File: config.mk
export PLATFORM = sky130hd
export DESIGN_NAME = qed_inst_filter
export DESIGN_NICKNAME = d
export VERILOG_FILES = /design/src/rtl/qed_inst_filter.sv
export SDC_FILE = /design/constraint.sdc
export NUM_CORES = 1
export LEC_CHECK = 0
export ABC_AREA = 1
export CORE_UTILIZATION = 48
export DETAILED_ROUTE_END_ITERATION = 8
export GPL_TIMING_DRIVEN = 0
export PLACE_DENSITY = 0.91
export SLEW_MARGIN = 10
export SYNTH_ARGS = -nofsm -noshare
export SYNTH_HDL_FRONTEND = slang
export SYNTH_SLANG_ARGS = --single-unit
File: constraint.sdc
create_clock -name clk -period 2.1 [get_ports clk]
set_input_delay 0.21 -clock clk [delete_from_list [all_inputs] [get_ports clk]]
set_output_delay 0.21 -clock clk [all_outputs]
set_load 0.02 [all_outputs]
File: src/rtl/qed_inst_filter.sv
// Stateful RV32I legality filter for the SQED harness: decodes, classifies and gates
// fetched words, tracks SIF-commit phase and store spacing. Optional macro: QED_FORMAL_ASSUME_EN.
module qed_inst_filter #(
    parameter int REG_LIMIT    = 16,
    parameter int LD_IMM_LIMIT = 64,
    parameter int ST_IMM_LIMIT = 2,
    parameter int STORE_GAP    = 1,
    parameter int PC_DEP_EN    = 0,
    parameter int CNT_W        = 16
) (
    input  logic             clk,
    input  logic             rst_n,
    input  logic             inst_valid,
    input  logic [31:0]      instruction,
    input  logic             sif_commit,
    output logic             inst_legal,
    output logic [3:0]       inst_class,
    output logic             phase,
    output logic             violation,
    output logic [31:0]      bad_inst,
    output logic [CNT_W-1:0] legal_cnt,
    output logic [CNT_W-1:0] store_cnt
);

    localparam int GAP_W = (STORE_GAP > 0) ? $clog2(STORE_GAP + 1) : 1;

    typedef enum logic [3:0] {
        CLS_NONE   = 4'd0,
        CLS_R      = 4'd1,
        CLS_I      = 4'd2,
        CLS_LOAD   = 4'd3,
        CLS_STORE  = 4'd4,
        CLS_BRANCH = 4'd5,
        CLS_JAL    = 4'd6,
        CLS_LUI    = 4'd7,
        CLS_AUIPC  = 4'd8,
        CLS_FENCE  = 4'd9,
        CLS_SYSTEM = 4'd10,
        CLS_NOP    = 4'd11
    } inst_class_e;

    typedef enum logic {
        PRE_COMMIT  = 1'b0,
        POST_COMMIT = 1'b1
    } phase_e;

    localparam logic [6:0] OP_R      = 7'b0110011;
    localparam logic [6:0] OP_I      = 7'b0010011;
    localparam logic [6:0] OP_LOAD   = 7'b0000011;
    localparam logic [6:0] OP_STORE  = 7'b0100011;
    localparam logic [6:0] OP_BRANCH = 7'b1100011;
    localparam logic [6:0] OP_JAL    = 7'b1101111;
    localparam logic [6:0] OP_LUI    = 7'b0110111;
    localparam logic [6:0] OP_AUIPC  = 7'b0010111;
    localparam logic [6:0] OP_FENCE  = 7'b0001111;
    localparam logic [6:0] OP_SYSTEM = 7'b1110011;
    localparam logic [6:0] OP_NOP    = 7'b1111111;

    localparam logic [6:0] F7_ZERO = 7'b0000000;
    localparam logic [6:0] F7_ALT  = 7'b0100000;

    logic [6:0] opcode;
    logic [4:0] rd;
    logic [4:0] rs1;
    logic [4:0] rs2;
    logic [2:0] funct3;
    logic [6:0] funct7;

    assign opcode = instruction[6:0];
    assign rd     = instruction[11:7];
    assign funct3 = instruction[14:12];
    assign rs1    = instruction[19:15];
    assign rs2    = instruction[24:20];
    assign funct7 = instruction[31:25];

    phase_e            phase_q, phase_d;
    logic [GAP_W-1:0]  gap_q, gap_d;
    logic              violation_q, violation_d;
    logic [31:0]       bad_inst_q, bad_inst_d;
    logic [CNT_W-1:0]  legal_cnt_q, legal_cnt_d;
    logic [CNT_W-1:0]  store_cnt_q, store_cnt_d;

    inst_class_e class_c;
    logic        fields_ok;
    logic        commit_eff;
    logic        store_open;
    logic        accept;
    logic        reject;
    logic        accept_store;

    function automatic logic reg_ok(input logic [4:0] r);
        return ({27'd0, r} < REG_LIMIT);
    endfunction

    // JAL/AUIPC write a PC-derived value; without PC_DEP_EN that value must be discarded.
    function automatic logic pc_rd_ok(input logic [4:0] r);
        if (PC_DEP_EN != 0) begin
            return reg_ok(r);
        end
        return (r == 5'd0);
    endfunction

    always_comb begin
        class_c   = CLS_NONE;
        fields_ok = 1'b0;
        case (opcode)
            OP_R: begin
                if (funct7 == F7_ZERO ||
                    (funct7 == F7_ALT && (funct3 == 3'b000 || funct3 == 3'b101))) begin
                    class_c   = CLS_R;
                    fields_ok = reg_ok(rd) && reg_ok(rs1) && reg_ok(rs2);
                end
            end
            OP_I: begin
                if ((funct3 == 3'b001 && funct7 == F7_ZERO) ||
                    (funct3 == 3'b101 && (funct7 == F7_ZERO || funct7 == F7_ALT)) ||
                    (funct3 != 3'b001 && funct3 != 3'b101)) begin
                    class_c   = CLS_I;
                    fields_ok = reg_ok(rd) && reg_ok(rs1);
                end
            end
            OP_LOAD: begin
                if (funct3 == 3'b000 || funct3 == 3'b001 || funct3 == 3'b010 ||
                    funct3 == 3'b100 || funct3 == 3'b101) begin
                    class_c   = CLS_LOAD;
                    fields_ok = (rs1 == 5'd0) && (instruction[31:30] == 2'b00) &&
                                ({20'd0, instruction[31:20]} < LD_IMM_LIMIT) && reg_ok(rd);
                end
            end
            OP_STORE: begin
                if (funct3 == 3'b000 || funct3 == 3'b001 || funct3 == 3'b010) begin
                    class_c   = CLS_STORE;
                    fields_ok = (rs1 == 5'd0) && (instruction[31:30] == 2'b00) &&
                                ({25'd0, funct7} < ST_IMM_LIMIT) && reg_ok(rs2);
                end
            end
            OP_BRANCH: begin
                if (funct3 != 3'b010 && funct3 != 3'b011) begin
                    class_c   = CLS_BRANCH;
                    fields_ok = reg_ok(rs1) && reg_ok(rs2);
                end
            end
            OP_JAL: begin
                class_c   = CLS_JAL;
                fields_ok = pc_rd_ok(rd);
            end
            OP_LUI: begin
                class_c   = CLS_LUI;
                fields_ok = reg_ok(rd);
            end
            OP_AUIPC: begin
                class_c   = CLS_AUIPC;
                fields_ok = pc_rd_ok(rd);
            end
            OP_FENCE: begin
                if (funct3 == 3'b000) begin
                    class_c   = CLS_FENCE;
                    fields_ok = 1'b1;
                end
            end
            OP_SYSTEM: begin
                // Only ECALL (imm 0) and EBREAK (imm 1) are recognised.
                if (funct3 == 3'b000 && instruction[31:21] == 11'd0) begin
                    class_c   = CLS_SYSTEM;
                    fields_ok = (rs1 == 5'd0) && (rd == 5'd0);
                end
            end
            OP_NOP: begin
                class_c   = CLS_NOP;
                fields_ok = (instruction[31:7] == 25'd0);
            end
            default: begin
                class_c   = CLS_NONE;
                fields_ok = 1'b0;
            end
        endcase
    end

    assign commit_eff   = sif_commit | (phase_q == POST_COMMIT);
    assign store_open   = commit_eff && (gap_q == '0);
    assign inst_legal   = fields_ok && ((class_c != CLS_STORE) || store_open);
    assign inst_class   = class_c;
    assign accept       = inst_valid & inst_legal;
    assign reject       = inst_valid & ~inst_legal;
    assign accept_store = accept && (class_c == CLS_STORE);

    always_comb begin
        phase_d = phase_q;
        case (phase_q)
            PRE_COMMIT:  if (sif_commit) phase_d = POST_COMMIT;
            POST_COMMIT: phase_d = POST_COMMIT;
            default:     phase_d = PRE_COMMIT;
        endcase
    end

    always_comb begin
        gap_d       = gap_q;
        violation_d = violation_q;
        bad_inst_d  = bad_inst_q;
        legal_cnt_d = legal_cnt_q;
        store_cnt_d = store_cnt_q;

        if (accept_store) begin
            gap_d = GAP_W'(STORE_GAP);
        end else if (gap_q != '0) begin
            gap_d = gap_q - GAP_W'(1);
        end

        if (accept && legal_cnt_q != '1) begin
            legal_cnt_d = legal_cnt_q + CNT_W'(1);
        end
        if (accept_store && store_cnt_q != '1) begin
            store_cnt_d = store_cnt_q + CNT_W'(1);
        end

        // Only the first offending word is kept; later rejects just keep the flag set.
        if (reject) begin
            violation_d = 1'b1;
            if (!violation_q) begin
                bad_inst_d = instruction;
            end
        end
    end

    always_ff @(posedge clk or negedge rst_n) begin
        if (!rst_n) begin
            phase_q     <= PRE_COMMIT;
            gap_q       <= '0;
            violation_q <= 1'b0;
            bad_inst_q  <= 32'd0;
            legal_cnt_q <= '0;
            store_cnt_q <= '0;
        end else begin
            phase_q     <= phase_d;
            gap_q       <= gap_d;
            violation_q <= violation_d;
            bad_inst_q  <= bad_inst_d;
            legal_cnt_q <= legal_cnt_d;
            store_cnt_q <= store_cnt_d;
        end
    end

    assign phase     = (phase_q == POST_COMMIT);
    assign violation = violation_q;
    assign bad_inst  = bad_inst_q;
    assign legal_cnt = legal_cnt_q;
    assign store_cnt = store_cnt_q;

`ifdef QED_FORMAL_ASSUME_EN
    inst_legal_assume: assume property (
        @(posedge clk) disable iff (!rst_n) inst_valid |-> inst_legal
    );

    phase_rise_cover: cover property (
        @(posedge clk) disable iff (!rst_n) $rose(phase_q == POST_COMMIT)
    );
`else
    // Monitor-only build: legality is reported through violation and bad_inst.
`endif

endmodule

==> metrics.log, run 1 <==
[metrics] result of the run: completed
[metrics] Max FO, Critical Path: 3
[metrics] share of synthesized cell area in full adder, half adder and majority cells: 0.6557%
[metrics] top cell type's share of synthesized area: 43.93%
[metrics] number of iterations in the first detailed-routing pass: 5
[metrics] Seq cells post-synth: 67
[metrics] fin. max-slew vios: 0
[metrics] Post-DRT Antenna Nets: 0
[metrics] initial standard-cell utilization of the core: 49.38%
[metrics] type of the most critical hold path: in -> reg
[metrics] Clock Tree Root: sky130_fd_sc_hd__clkbuf_8
[metrics] chip height: 91.17 um
[metrics] initial antenna violation count: 0
[metrics] GRT Resource Usage Total: 25.79%
[metrics] Layout area overhead: 44.82%
[metrics] number of DRC violations after detailed routing: 0
[metrics] synthesized instance count: 510
[metrics] Core Util, Final: 71.52%
[metrics] synthesized-area fraction occupied by ao, oa, aoi and oai cells: 5.213%
[metrics] top cell type by total area after synthesis: sky130_fd_sc_hd__dfrtp_1
[metrics] clock slew at reported path FFs: 0.07 ns
[metrics] Yosys Warn Count: 0
[metrics] area inside the core boundary: 0.007727 mm2
[metrics] Post-synth ARST share: 100.0%
[metrics] 1st-iter DRT viols: 197
[metrics] share of the clock period used by the worst path after layout: 96.22%
[metrics] top cells by area in the synthesized netlist: sky130_fd_sc_hd__dfrtp_1, sky130_fd_sc_hd__nand2_1, sky130_fd_sc_hd__nand3_1, sky130_fd_sc_hd__inv_1, sky130_fd_sc_hd__nor2_1
[metrics] count of pins on the block boundary: 107
[metrics] maximum level of the CTS H-tree: 3
[metrics] Tmin final: 2.021 ns
[metrics] largest clock skew in the final design: 0.01268 ns
[metrics] Synth top cells by count: sky130_fd_sc_hd__nand2_1, sky130_fd_sc_hd__dfrtp_1, sky130_fd_sc_hd__nand3_1
[metrics] mux share of post-synthesis cell area: 0%
[metrics] Bufs on Longest Clock Path: 2
[metrics] startpoint types: input port
[metrics] series of cell instances along the critical path: clkdlybuf4s50_1 -> nor2_1 -> nand2_2 -> nor2_4 -> nand2_2 -> a21oi_2 -> nand2_1 -> nand3_1 -> nor2_1 -> nor2_2 -> buf_6
[metrics] insertion delay to the later sink of the worst-skew pair: 0.34 ns
[metrics] Highest Clock Rate: 494.9 MHz
[metrics] cell area after synthesis: 0.003816 mm2
[metrics] leakage power summed over all cells: 0.002680 uW
[metrics] post-synthesis net count: 548
[metrics] delay-heaviest family, CP: simple AND/OR/NAND/NOR gates
[metrics] Top FF cell, synth: sky130_fd_sc_hd__dfrtp_1
[metrics] final net count: 677
[metrics] area of the die: 0.008311 mm2
[metrics] CP Capture Type: output port
[metrics] most common cell in the synthesized netlist: sky130_fd_sc_hd__nand2_1
[metrics] Max-Slew Margin vs Limit: 71.15%
[metrics] DP Worst Slack: -0.4387 ns
[metrics] number of port buffers: 106
[metrics] Yosys cell types: 31
[metrics] combinational family with the most area after synthesis: simple AND/OR/NAND/NOR gates
[metrics] XOR/XNOR share of the synthesized area: 6.426%
[metrics] peak supply drop: 0.3934 mV
[metrics] final setup fails: 0
[metrics] vias post-DR: 3885
[metrics] TritonCTS clock tree: done
[metrics] DP HPWL: 7469 um
[metrics] routed wirelength normalized by instance count: 14.32 um
[metrics] required arrival time at the worst endpoint: 1.89 ns
[metrics] width of the die: 91.17 um
[metrics] final wirelength: 10680 um
[metrics] Buf/Inv on CP: 2
[metrics] average footprint of a synthesized cell: 7.483 um2
[metrics] average vias per placed instance: 5.208
[metrics] antenna diode count: 0
[metrics] Critical Setup Path Class: in -> out
[metrics] data arrival time of the worst path: 1.81 ns
[metrics] share of final-layout standard cells stronger than drive strength 1: 13.51%
[metrics] slowest cell on the critical path: sky130_fd_sc_hd__clkdlybuf4s50_1
[metrics] power per cell area: 491.0 mW/mm2
[metrics] clock sinks: 67
[metrics] remaining global-route overflow: 0
[metrics] setup slack of the critical path after layout: 0.07933 ns
[metrics] TritonCTS Buffers: 9
[metrics] number of max-cap violations: 0
[metrics] Post-Synth Simple-Gate Area: 35.02%
[metrics] sequential area share after synthesis: 43.93%
[metrics] total power consumption of the routed design: 2714 uW
[metrics] final weighted congestion of routability-driven global placement: 0.8930
[metrics] largest net degree at the start of global routing: 43
[metrics] count of flip-flops with a built-in enable after synthesis: 0
[metrics] Worst path max stage delay: 0.45 ns
[metrics] site row count: 32
[metrics] Hold Fails Final Rpt: 0
[metrics] wire length of the first global-routing pass: 17200 um
[metrics] number of global-route vias before repair: 3845
[metrics] Slew @ Worst Pin: 0.4294 ns
## through the flow
step                hold slack (ns)  area, um2  TNS [ns]  std cells
floorplan                  -0.08559       3816         0        510
global placement             0.4558       5005   -103.67        718
detailed placement           0.1404       5022    -16.49        719
CTS                          0.3164       5299         0        736
global route                 0.2011       5527   -0.3099        746
finish                       0.1884       5527         0        746
## area by class of cell
type | count | area (um2)
Buffer | 12 | 117.6
Clock buffer | 12 | 145.1
Clock inverter | 4 | 73.82
Fill cell | 572 | 2201
Inverter | 62 | 235.2
Multi-Input combinational cell | 370 | 1982
Sequential cell | 67 | 1678
Tap cell | 102 | 127.6
Timing Repair Buffer | 117 | 1167
## registers in the layout, indices dropped and copies added (netlist names)
name	cells
bad_inst	32
legal_cnt	16
store_cnt	16
gap_q	1
phase	1
violation	1
## final timing paths
| path | from | end | slack (ns) | cells past startpoint |
|---|---|---|---|---|
| min in group asynchronous | rst_n | legal_cnt[7] | 0.31 | 2 |
| max in group asynchronous | rst_n | bad_inst[19] | 1.25 | 3 |
| worst max-delay path | instruction[28] | inst_legal | 0.08 | 11 |
| worst min-delay path | instruction[0] | bad_inst[0] | 0.19 | 3 |
| worst max register to register | legal_cnt[1] | legal_cnt[14] | 0.17 | 10 |
| worst min register to register | phase | phase | 0.48 | 2 |
## layer usage
| layer | vias to the layer above | global-route usage (%) | wire length [um] |
|---|---|---|---|
| li1 | 1883 | - | - |
| met1 | 1860 | 32.52 | 4528 |
| met5 | - | 0 | 0 |
| met2 | 125 | 44.26 | 5479 |
| met4 | 0 | 10.05 | 157 |
| met3 | 17 | 4.271 | 513 |
## report_power, final
group	internal [uW]	leakage (uW)	switching, uW	total [uW]
clock	703	0.000111	496	1200
sequential	1290	0.000924	7.22	1300
combinational	92.8	0.00165	120	213
total	2090	0.00268	624	2710
## cells by family (layout without fill, tap and decap cells)
| kind of cell | after synthesis | in the layout |
|---|---|---|
| AOI/OAI and AO/OA | 39 | 39 |
| and+or+nand+nor | 300 | 301 |
| adders and majority gates | 2 | 2 |
| xor gates and xnor gates | 28 | 28 |
| DFF | 67 | 67 |
| buffers and inverters | 74 | 207 |
## worst min-delay path, stage by stage
cell                             delay [ns]
sky130_fd_sc_hd__dlymetal6s2s_1        0.16
sky130_fd_sc_hd__inv_1                 0.06
sky130_fd_sc_hd__o21ai_1               0.06
## placed cells by master (no fill, tap or decap), drive strengths merged
cell type,netlist,layout
o21ai,35,35
clkinv,0,2
dlymetal6s2s,0,8
clkdlybuf4s50,0,90
ha,2,2
xor2,18,18
nor4,3,3
a21oi,4,4
bufinv,0,2
nor3,15,15
and2,1,1
buf,11,23
nand2,160,160
clkbuf,1,13
dlygate4sd2,0,6
inv,62,62
dlygate4sd3,0,1
dfrtp,67,67
nand3,63,64
and3,1,1
nand3b,3,3
xnor2,10,10
nor2,48,48
nand4,6,6
## repair_timing
item,CTS,global route
endpoints found under the setup margin,25,64
buffers inserted,0,7
cloned,0,3
pin swaps,0,9
hold buffers,1,0
hold endpoints to repair,25,0
resized for setup,22,51
Note: power is estimated with default switching activity, not from simulation.
==> run 2, diff against run 1 <==
--- a/config.mk
+++ b/config.mk
@@ -6,6 +6,7 @@
 export NUM_CORES = 1
 export LEC_CHECK = 0
 export ABC_AREA = 1
+export CORE_ASPECT_RATIO = 2
 export CORE_UTILIZATION = 48
 export DETAILED_ROUTE_END_ITERATION = 8
 export GPL_TIMING_DRIVEN = 0
==> run 2 against run 1 <==
  * The run now ends with negative hold slack left
  * Sequential share of layout area down 0.64 points
  * Via count up 2.4%
  * Register-to-register slack worse by 0.05 ns
  * Final cell count down 1.1%
  * Clock skew down 0.0078 ns
  * Critical path depth down 2
  * Global-route usage up 2.7 points
  * Combinational power about the same
  * First-iteration DRC count up 57%
  * Fmax down 2.1%
  * Routed wire length up 10%
  * Critical path type unchanged
  * Critical endpoint unchanged
  * Highest routed layer unchanged
==> metrics.log, run 2 (synthesis results as in run 1) <==
[metrics] routed wirelength normalized by instance count: 15.95 um (+11%)
[metrics] final net count: 677 (unchanged)
[metrics] initial antenna violation count: 0 (unchanged)
[metrics] proportion of power drawn by the clock network: 53.2% (+9.0 points)
[metrics] Post-DRT Antenna Nets: 0 (unchanged)
[metrics] result of the run: finished with violations
[metrics] required arrival time at the worst endpoint: 1.89 ns (about the same)
[metrics] Layout area overhead: 47.93%
[metrics] R2R cell count: 9 (-1)
[metrics] largest net degree at the start of global routing: 68 (+58%)
[metrics] chip height: 128.1 um (+41%)
[metrics] type of the most critical hold path: in -> async
[metrics] final hold slack: -0.03701 ns (-0.2254 ns)
[metrics] average vias per placed instance: 5.392 (+3.5%)
[metrics] maximum level of the CTS H-tree: 3 (unchanged)
[metrics] Worst path max stage delay: 0.44 ns (about the same)
[metrics] launch point of the worst reg-to-reg path: legal_cnt[0]
[metrics] setup slack of the worst register-to-register path: 0.12 ns (-0.05 ns)
[metrics] clock sinks: 67 (unchanged)
[metrics] GRT Resource Usage Total: 28.51% (+2.7 points)
[metrics] final total negative setup slack: 0 ns (unchanged)
[metrics] leakage power summed over all cells: 0.002795 uW (+4.3%)
[metrics] Bufs on Longest Clock Path: 2 (unchanged)
[metrics] share of the clock period used by the worst path after layout: 98.28% (+2.1 points)
[metrics] Highest Clock Rate: 484.5 MHz (-2.1%)
[metrics] Hold Fails Final Rpt: 14 (+14)
[metrics] area inside the core boundary: 0.007657 mm2 (-0.91%)
[metrics] Buf/Inv on CP: 2 (unchanged)
[metrics] area of all placed cells without fillers: 0.005645 mm2 (+2.2%)
[metrics] Critical R2R Capture: legal_cnt[12]
[metrics] DP HPWL: 8319 um (+11%)
[metrics] 1st-iter DRT viols: 310 (+57%)
[metrics] startpoint types: input port
[metrics] antenna diode count: 0 (unchanged)
[metrics] final setup fails: 0 (unchanged)
[metrics] final weighted congestion of routability-driven global placement: 0.9114 (+2.1%)
[metrics] number of global-route vias before repair: 3928 (+2.2%)
[metrics] number of port buffers: 106 (unchanged)
[metrics] clock slew at reported path FFs: 0.05 ns (-0.02 ns)
[metrics] Net Switching: 657.8 uW (+5.5%)
[metrics] Critical Setup Path Class: in -> out
[metrics] Combinational Power Share: 6.5% (-1.4 points)
[metrics] TritonCTS clock tree: done
[metrics] slowest cell on the critical path: sky130_fd_sc_hd__clkdlybuf4s50_1
[metrics] commonest cells after routing, fill and taps aside: sky130_fd_sc_hd__nand2_1, sky130_fd_sc_hd__clkdlybuf4s50_1, sky130_fd_sc_hd__dfrtp_1
[metrics] instance area after placement: 0.004992 mm2 (-0.60%)
[metrics] most frequent standard cell in the layout excluding fill and tap cells: sky130_fd_sc_hd__nand2_1
[metrics] site row count: 45 (+41%)
[metrics] TritonCTS Buffers: 9 (unchanged)
[metrics] Final Instance Count excl. Fillers: 738 (-1.1%)
[metrics] data arrival time of the worst path: 1.85 ns (+0.04 ns)
[metrics] number of max-cap violations: 0 (unchanged)
[metrics] violated checks: negative hold slack
[metrics] Max FO, Critical Path: 2 (-1)
[metrics] wire length of the first global-routing pass: 18090 um (+5.2%)
[metrics] delay-heaviest family, CP: simple AND/OR/NAND/NOR gates
[metrics] Max-Slew Margin vs Limit: 42.03% (-29 points)
[metrics] vias post-DR: 3979 (+2.4%)
[metrics] remaining global-route overflow: 0 (unchanged)
[metrics] DP Cell Count: 710 (-1.3%)
[metrics] CP Capture Type: output port
[metrics] Clock Tree Root: sky130_fd_sc_hd__clkbuf_16
[metrics] largest clock skew in the final design: 0.004854 ns (-0.007829 ns)
[metrics] series of cell instances along the critical path: clkdlybuf4s50_1 -> nor3_1 -> nand3_1 -> nor2_1 -> nand2_1 -> nand3_1 -> nor2_1 -> nor2_2 -> buf_6
[metrics] Largest register FFs: 32 (unchanged)
[metrics] number of DRC violations after detailed routing: 0 (unchanged)
[metrics] Slew @ Worst Pin: 0.8695 ns (+0.4401 ns)
[metrics] final wirelength: 11770 um (+10%)
[metrics] Sw Share: 20.33% (-2.7 points)
[metrics] width of the die: 65.05 um (-29%)
[metrics] count of pins on the block boundary: 107 (unchanged)
[metrics] peak supply drop: 0.4331 mV (+10%)
[metrics] Tmin final: 2.064 ns (+0.04326 ns)
[metrics] power per cell area: 573.1 mW/mm2 (+17%)
[metrics] cell internal pwr: 2578 uW (+23%)
[metrics] number of buffers added to fix hold violations after cts: 0 (-1)
[metrics] number of iterations in the first detailed-routing pass: 5 (unchanged)
[metrics] Reg power frac: 40.3% (-7.7 points)
[metrics] share of final-layout standard cells stronger than drive strength 1: 13.82% (+0.31 points)
[metrics] initial standard-cell utilization of the core: 49.84% (+0.45 points)
[metrics] insertion delay to the later sink of the worst-skew pair: 0.32 ns (-0.02 ns)
[metrics] fin. max-slew vios: 0 (unchanged)
[metrics] area of the die: 0.008333 mm2 (+0.26%)
[run 2: cell count changes in the layout (fill, tap and decap cells not counted), moves of 2 or more]
cell,delta
sky130_fd_sc_hd__buf_6,+2
sky130_fd_sc_hd__clkbuf_16,+9
sky130_fd_sc_hd__clkbuf_8,-9
sky130_fd_sc_hd__clkdlybuf4s15_1,+2
sky130_fd_sc_hd__clkdlybuf4s50_1,-6
sky130_fd_sc_hd__dlygate4sd2_1,-4
sky130_fd_sc_hd__dlymetal6s2s_1,+8
sky130_fd_sc_hd__nor2_2,+2
[run 2: how the worst max path moves through the flow]
stage,from,end,slack (ns),depth (start not counted)
final,instruction[8],inst_legal,0.04,9
after global routing,legal_cnt[0],legal_cnt[15],-0.004,9
after CTS,instruction[0],inst_legal,-0.10,10
after detailed placement,instruction[30],inst_legal,-0.54,11
after global placement,rst_n,legal_cnt[1],-1.32,1
after floorplan,store_cnt[0],store_cnt[6],0.13,9
[run 2: cell type report]
cell class	instances	area, um2
Buffer	12	117.6
Multi-Input combinational cell	370	1966
Timing Repair Buffer	117	1187
Clock buffer	12	246.5
Tap cell	94	117.6
Clock inverter	4	97.59
Inverter	62	235.2
Fill cell	586	2012
Sequential cell	67	1678
[run 2: through the flow]
| step | utilization, % | setup WS, ns | power (uW) |
|---|---|---|---|
| 2_1_floorplan | - | 0.1297 | 1384 |
| 3_3_place_gp | 65.23 | -1.322 | 1516 |
| 3_5_place_dp | 65.20 | -0.5403 | 1520 |
| 4_1_cts | 70.28 | -0.1028 | 3235 |
| 5_1_grt | 73.73 | -0.004486 | 3331 |
| 6_report | 73.73 | 0.03606 | 3236 |
[run 2: power by group through the flow]
stage,Clock [uW],Sequential [uW],Combinational (uW)
6_report,1720,1300,211
5_1_grt,1800,1300,231
4_1_cts,1740,1300,195
3_5_place_dp,0,1330,194
3_3_place_gp,0,1330,190
2_1_floorplan,0,1330,54.6
[run 2: layer usage]
layer | vias to the layer above | routed length (um) | global-route usage [%]
met5 | - | 0 | 0
met4 | 0 | 488 | 16.24
met3 | 41 | 580 | 5.605
met2 | 151 | 6518 | 52.33
met1 | 1910 | 4184 | 28.97
li1 | 1877 | - | -
[run 2: timing repair]
action                     4_1_cts  5_1_grt
hold endpoints to repair         0        0
cloned                           0        4
pin swaps                        0       10
resized for setup               20       63
buffers inserted                 0        8
setup endpoints to repair       36       68
[run 2: worst register-to-register path, stage by stage (launching register included)]
cell,delay [ns]
sky130_fd_sc_hd__dfrtp_2,0.42
sky130_fd_sc_hd__ha_1,0.22
sky130_fd_sc_hd__nand3_2,0.14
sky130_fd_sc_hd__nor3_4,0.23
sky130_fd_sc_hd__nand2_1,0.15
sky130_fd_sc_hd__nor2_2,0.15
sky130_fd_sc_hd__nand4_4,0.16
sky130_fd_sc_hd__buf_4,0.23
sky130_fd_sc_hd__nand3_1,0.11
sky130_fd_sc_hd__nand2_1,0.06
==> run 3, diff against run 2 <==
--- a/config.mk
+++ b/config.mk
@@ -7,10 +7,10 @@
 export LEC_CHECK = 0
 export ABC_AREA = 1
 export CORE_ASPECT_RATIO = 2
-export CORE_UTILIZATION = 48
+export CORE_UTILIZATION = 44
 export DETAILED_ROUTE_END_ITERATION = 8
 export GPL_TIMING_DRIVEN = 0
-export PLACE_DENSITY = 0.91
+export PLACE_DENSITY = 0.88
 export SLEW_MARGIN = 10
 export SYNTH_ARGS = -nofsm -noshare
 export SYNTH_HDL_FRONTEND = slang
==> constraint.sdc (replaced) <==
create_clock -name clk -period 1.7 [get_ports clk]
set_input_delay 0.17 -clock clk [delete_from_list [all_inputs] [get_ports clk]]
set_output_delay 0.17 -clock clk [all_outputs]
set_load 0.02 [all_outputs]
==> run 3 against run 2 <==
  * The flow now finishes without violations
  * Hold slack better by 0.12 ns
  * Non-clock buffer count increased by 24
  * Sequential power increased by 24%
  * Setup slack better by 0.012 ns
  * Clock skew is 0.00061 ns higher
  * Routed wire length up 2.3%
  * Clock power decreased by 3%
  * Largest cell class unchanged
  * Largest power group unchanged
==> metrics.log, run 3 (synthesis results as in run 1) <==
[metrics] vias post-DR: 4108 (+3.2%)
[metrics] TritonCTS clock tree: done
[metrics] maximum level of the CTS H-tree: 3 (unchanged)
[metrics] share of the clock period used by the worst path after layout: 97.18%
[metrics] required arrival time at the worst endpoint: 1.93 ns (+0.04 ns)
[metrics] launching element of the worst setup path: legal_cnt[1]
[metrics] count of pins on the block boundary: 107 (unchanged)
[metrics] Clock Tree Root: sky130_fd_sc_hd__clkbuf_16
[metrics] Critical R2R Capture: legal_cnt[6]
[metrics] commonest cells after routing, fill and taps aside: sky130_fd_sc_hd__nand2_1, sky130_fd_sc_hd__clkdlybuf4s50_1, sky130_fd_sc_hd__dfrtp_1
[metrics] initial antenna violation count: 0 (unchanged)
[metrics] Max FO, Critical Path: 10 (+8)
[metrics] DP Cell Count: 715 (+0.70%)
[metrics] TritonCTS Buffers: 9 (unchanged)
[metrics] Hold Fails Final Rpt: 0 (-14)
[metrics] R2R cell count: 9 (unchanged)
[metrics] area inside the core boundary: 0.008351 mm2 (+9.1%)
[metrics] initial standard-cell utilization of the core: 45.70% (-4.1 points)
[metrics] DP HPWL: 8095 um (-2.7%)
[metrics] number of cells on the worst hold path: 3
[metrics] clock slew at reported path FFs: 0.05 ns (about the same)
[metrics] number of DRC violations after detailed routing: 0 (unchanged)
[metrics] chip height: 133.7 um (+4.4%)
[metrics] final setup fails: 0 (unchanged)
[metrics] Max-Slew Margin vs Limit: 69.62% (+28 points)
[metrics] leakage power summed over all cells: 0.002823 uW (+1.0%)
[metrics] Layout area overhead: 54.52%
[metrics] Bufs on Longest Clock Path: 2 (unchanged)
[metrics] type of the most critical hold path: in -> reg
[metrics] fin. max-slew vios: 0 (unchanged)
[metrics] peak supply drop: 0.5847 mV (+35%)
[metrics] Largest register FFs: 32 (unchanged)
[metrics] Highest Clock Rate: 605.3 MHz
[metrics] Reg power frac: 45.1% (+4.8 points)
[metrics] setup slack of the worst register-to-register path: 0.05 ns (-0.07 ns)
[metrics] remaining global-route overflow: 0 (unchanged)
[metrics] routed wirelength normalized by instance count: 15.75 um (-1.3%)
[metrics] Final Instance Count excl. Fillers: 765 (+3.7%)
[metrics] cell internal pwr: 2733 uW (+6.0%)
[metrics] largest net degree at the start of global routing: 42 (-38%)
[metrics] final wirelength: 12050 um (+2.3%)
[metrics] number of max-cap violations: 0 (unchanged)
[metrics] area of the die: 0.009072 mm2 (+8.9%)
[metrics] crit path capture: legal_cnt[6]
[metrics] Combinational Power Share: 8.2% (+1.7 points)
[metrics] site row count: 47 (+4.4%)
[metrics] wire length of the first global-routing pass: 18130 um (+0.23%)
[metrics] Net Switching: 830.7 uW (+26%)
[metrics] result of the run: completed
[metrics] instance area after placement: 0.005100 mm2 (+2.2%)
[metrics] GRT Resource Usage Total: 26.70% (-1.8 points)
[metrics] most frequent standard cell in the layout excluding fill and tap cells: sky130_fd_sc_hd__nand2_1
[metrics] CP Capture Type: flip-flop
[metrics] number of port buffers: 106 (unchanged)
[metrics] number of iterations in the first detailed-routing pass: 5 (unchanged)
[metrics] proportion of power drawn by the clock network: 46.7% (-6.5 points)
[metrics] average vias per placed instance: 5.370 (-0.40%)
[metrics] largest clock skew in the final design: 0.005461 ns (+0.0006072 ns)
[metrics] area of all placed cells without fillers: 0.005897 mm2 (+4.5%)
[metrics] unrepaired setup endpoints after global routing: yes
[metrics] Slew @ Worst Pin: 0.4522 ns (-0.4173 ns)
[metrics] final weighted congestion of routability-driven global placement: 0.9231 (+1.3%)
[metrics] setup slack of the critical path after layout: 0.04800 ns (+0.01194 ns)
[metrics] clock sinks: 67 (unchanged)
[metrics] final net count: 701 (+3.5%)
[metrics] share of final-layout standard cells stronger than drive strength 1: 26.39% (+13 points)
[metrics] startpoint types: flip-flop
[metrics] DP Worst Slack: -0.9290 ns (-0.3887 ns)
[metrics] launch point of the worst reg-to-reg path: legal_cnt[1]
[metrics] Post-DRT Antenna Nets: 0 (unchanged)
[metrics] insertion delay to the later sink of the worst-skew pair: 0.34 ns (+0.02 ns)
[metrics] Critical Setup Path Class: reg -> reg
[metrics] 1st-iter DRT viols: 365 (+18%)
[metrics] Sw Share: 23.31% (+3.0 points)
[metrics] width of the die: 67.85 um (+4.3%)
[metrics] Tmin final: 1.652 ns
[metrics] antenna diode count: 0 (unchanged)
[metrics] power per cell area: 604.2 mW/mm2 (+5.4%)
[metrics] data arrival time of the worst path: 1.88 ns (+0.03 ns)
[metrics] number of global-route vias before repair: 3936 (+0.20%)
-- run 3: cell count changes in the layout (fill, tap and decap cells not counted), sizes merged, moves of 3 or more --
cell and change:
clkdlybuf4s50 -14, dlymetal6s2s -11, bufinv -3, clkbuf +17, clkdlybuf4s15 +3, buf +26, dlygate4sd2 +3
-- run 3: repair_timing --
action                                  CTS  global route
hold buffers                              1             0
setup buffers                            19            11
gates resized for setup                  89           100
endpoints found under the setup margin   71            71
hold endpoints to repair                 26             0
gates cloned                              2             3
pin swaps                                29            41
-- run 3: final cells by class --
class / instances / area, um2
plain buffers: 11 / 123.9
clock buffers: 13 / 250.2
clock inverters: 2 / 12.51
fillers: 640 / 2454
inverters: 62 / 240.2
multi-input cells: 370 / 2176
flip-flops and latches: 67 / 1683
well taps: 98 / 122.6
repair buffers: 142 / 1289
-- run 3: worst min-delay path by stage --
stage | startpoint | to | slack [ns]
global route | instruction[28] | bad_inst[28] | 0.1
CTS | instruction[22] | bad_inst[22] | 0.23
finish | instruction[28] | bad_inst[28] | 0.08
global placement | phase | phase | 0.45
floorplan | rst_n | bad_inst[0] | -0.13
detailed placement | rst_n | bad_inst[27] | 0.11
-- run 3: power by group through the flow --
stage                     clock network [uW]  logic [uW]  registers [uW]
after detailed placement                   0         244            1640
after CTS                               1670         264            1610
after floorplan                            0        68.9            1650
after global placement                     0         236            1640
after global routing                    1760         319            1610
final                                   1660         292            1610
-- run 3: per-stage QoR --
stage | total power [uW] | setup TNS, ns | hold WS, ns | utilization, %
final | 3563 | 0 | 0.08287 | 70.62
after global placement | 1878 | -163.06 | 0.4526 | 60.86
after detailed placement | 1885 | -48.37 | 0.1062 | 61.07
after CTS | 3547 | -0.04714 | 0.2255 | 67.46
after global routing | 3689 | -1.626 | 0.09996 | 70.62
after floorplan | 1715 | -1.134 | -0.1256 | -
-- run 3: metal layers --
| layer | wire (um) | global-route usage [%] | up-vias |
|---|---|---|---|
| li1 | - | - | 1939 |
| met1 | 4220 | 27.72 | 1959 |
| met2 | 6622 | 47.74 | 169 |
| met3 | 704 | 5.479 | 41 |
| met4 | 501 | 13.89 | 0 |
| met5 | 0 | 0 | - |
-- run 3: worst max-delay path, stage by stage (launching register included) --
cell and delay, ns:
sky130_fd_sc_hd__dfrtp_2 0.38, sky130_fd_sc_hd__ha_4 0.15, sky130_fd_sc_hd__nand3_4 0.10, sky130_fd_sc_hd__nor3_4 0.23
sky130_fd_sc_hd__nand2_2 0.12, sky130_fd_sc_hd__nor2_4 0.11, sky130_fd_sc_hd__nand4_4 0.13, sky130_fd_sc_hd__buf_8 0.19
sky130_fd_sc_hd__nand3_1 0.08, sky130_fd_sc_hd__nand2_1 0.05
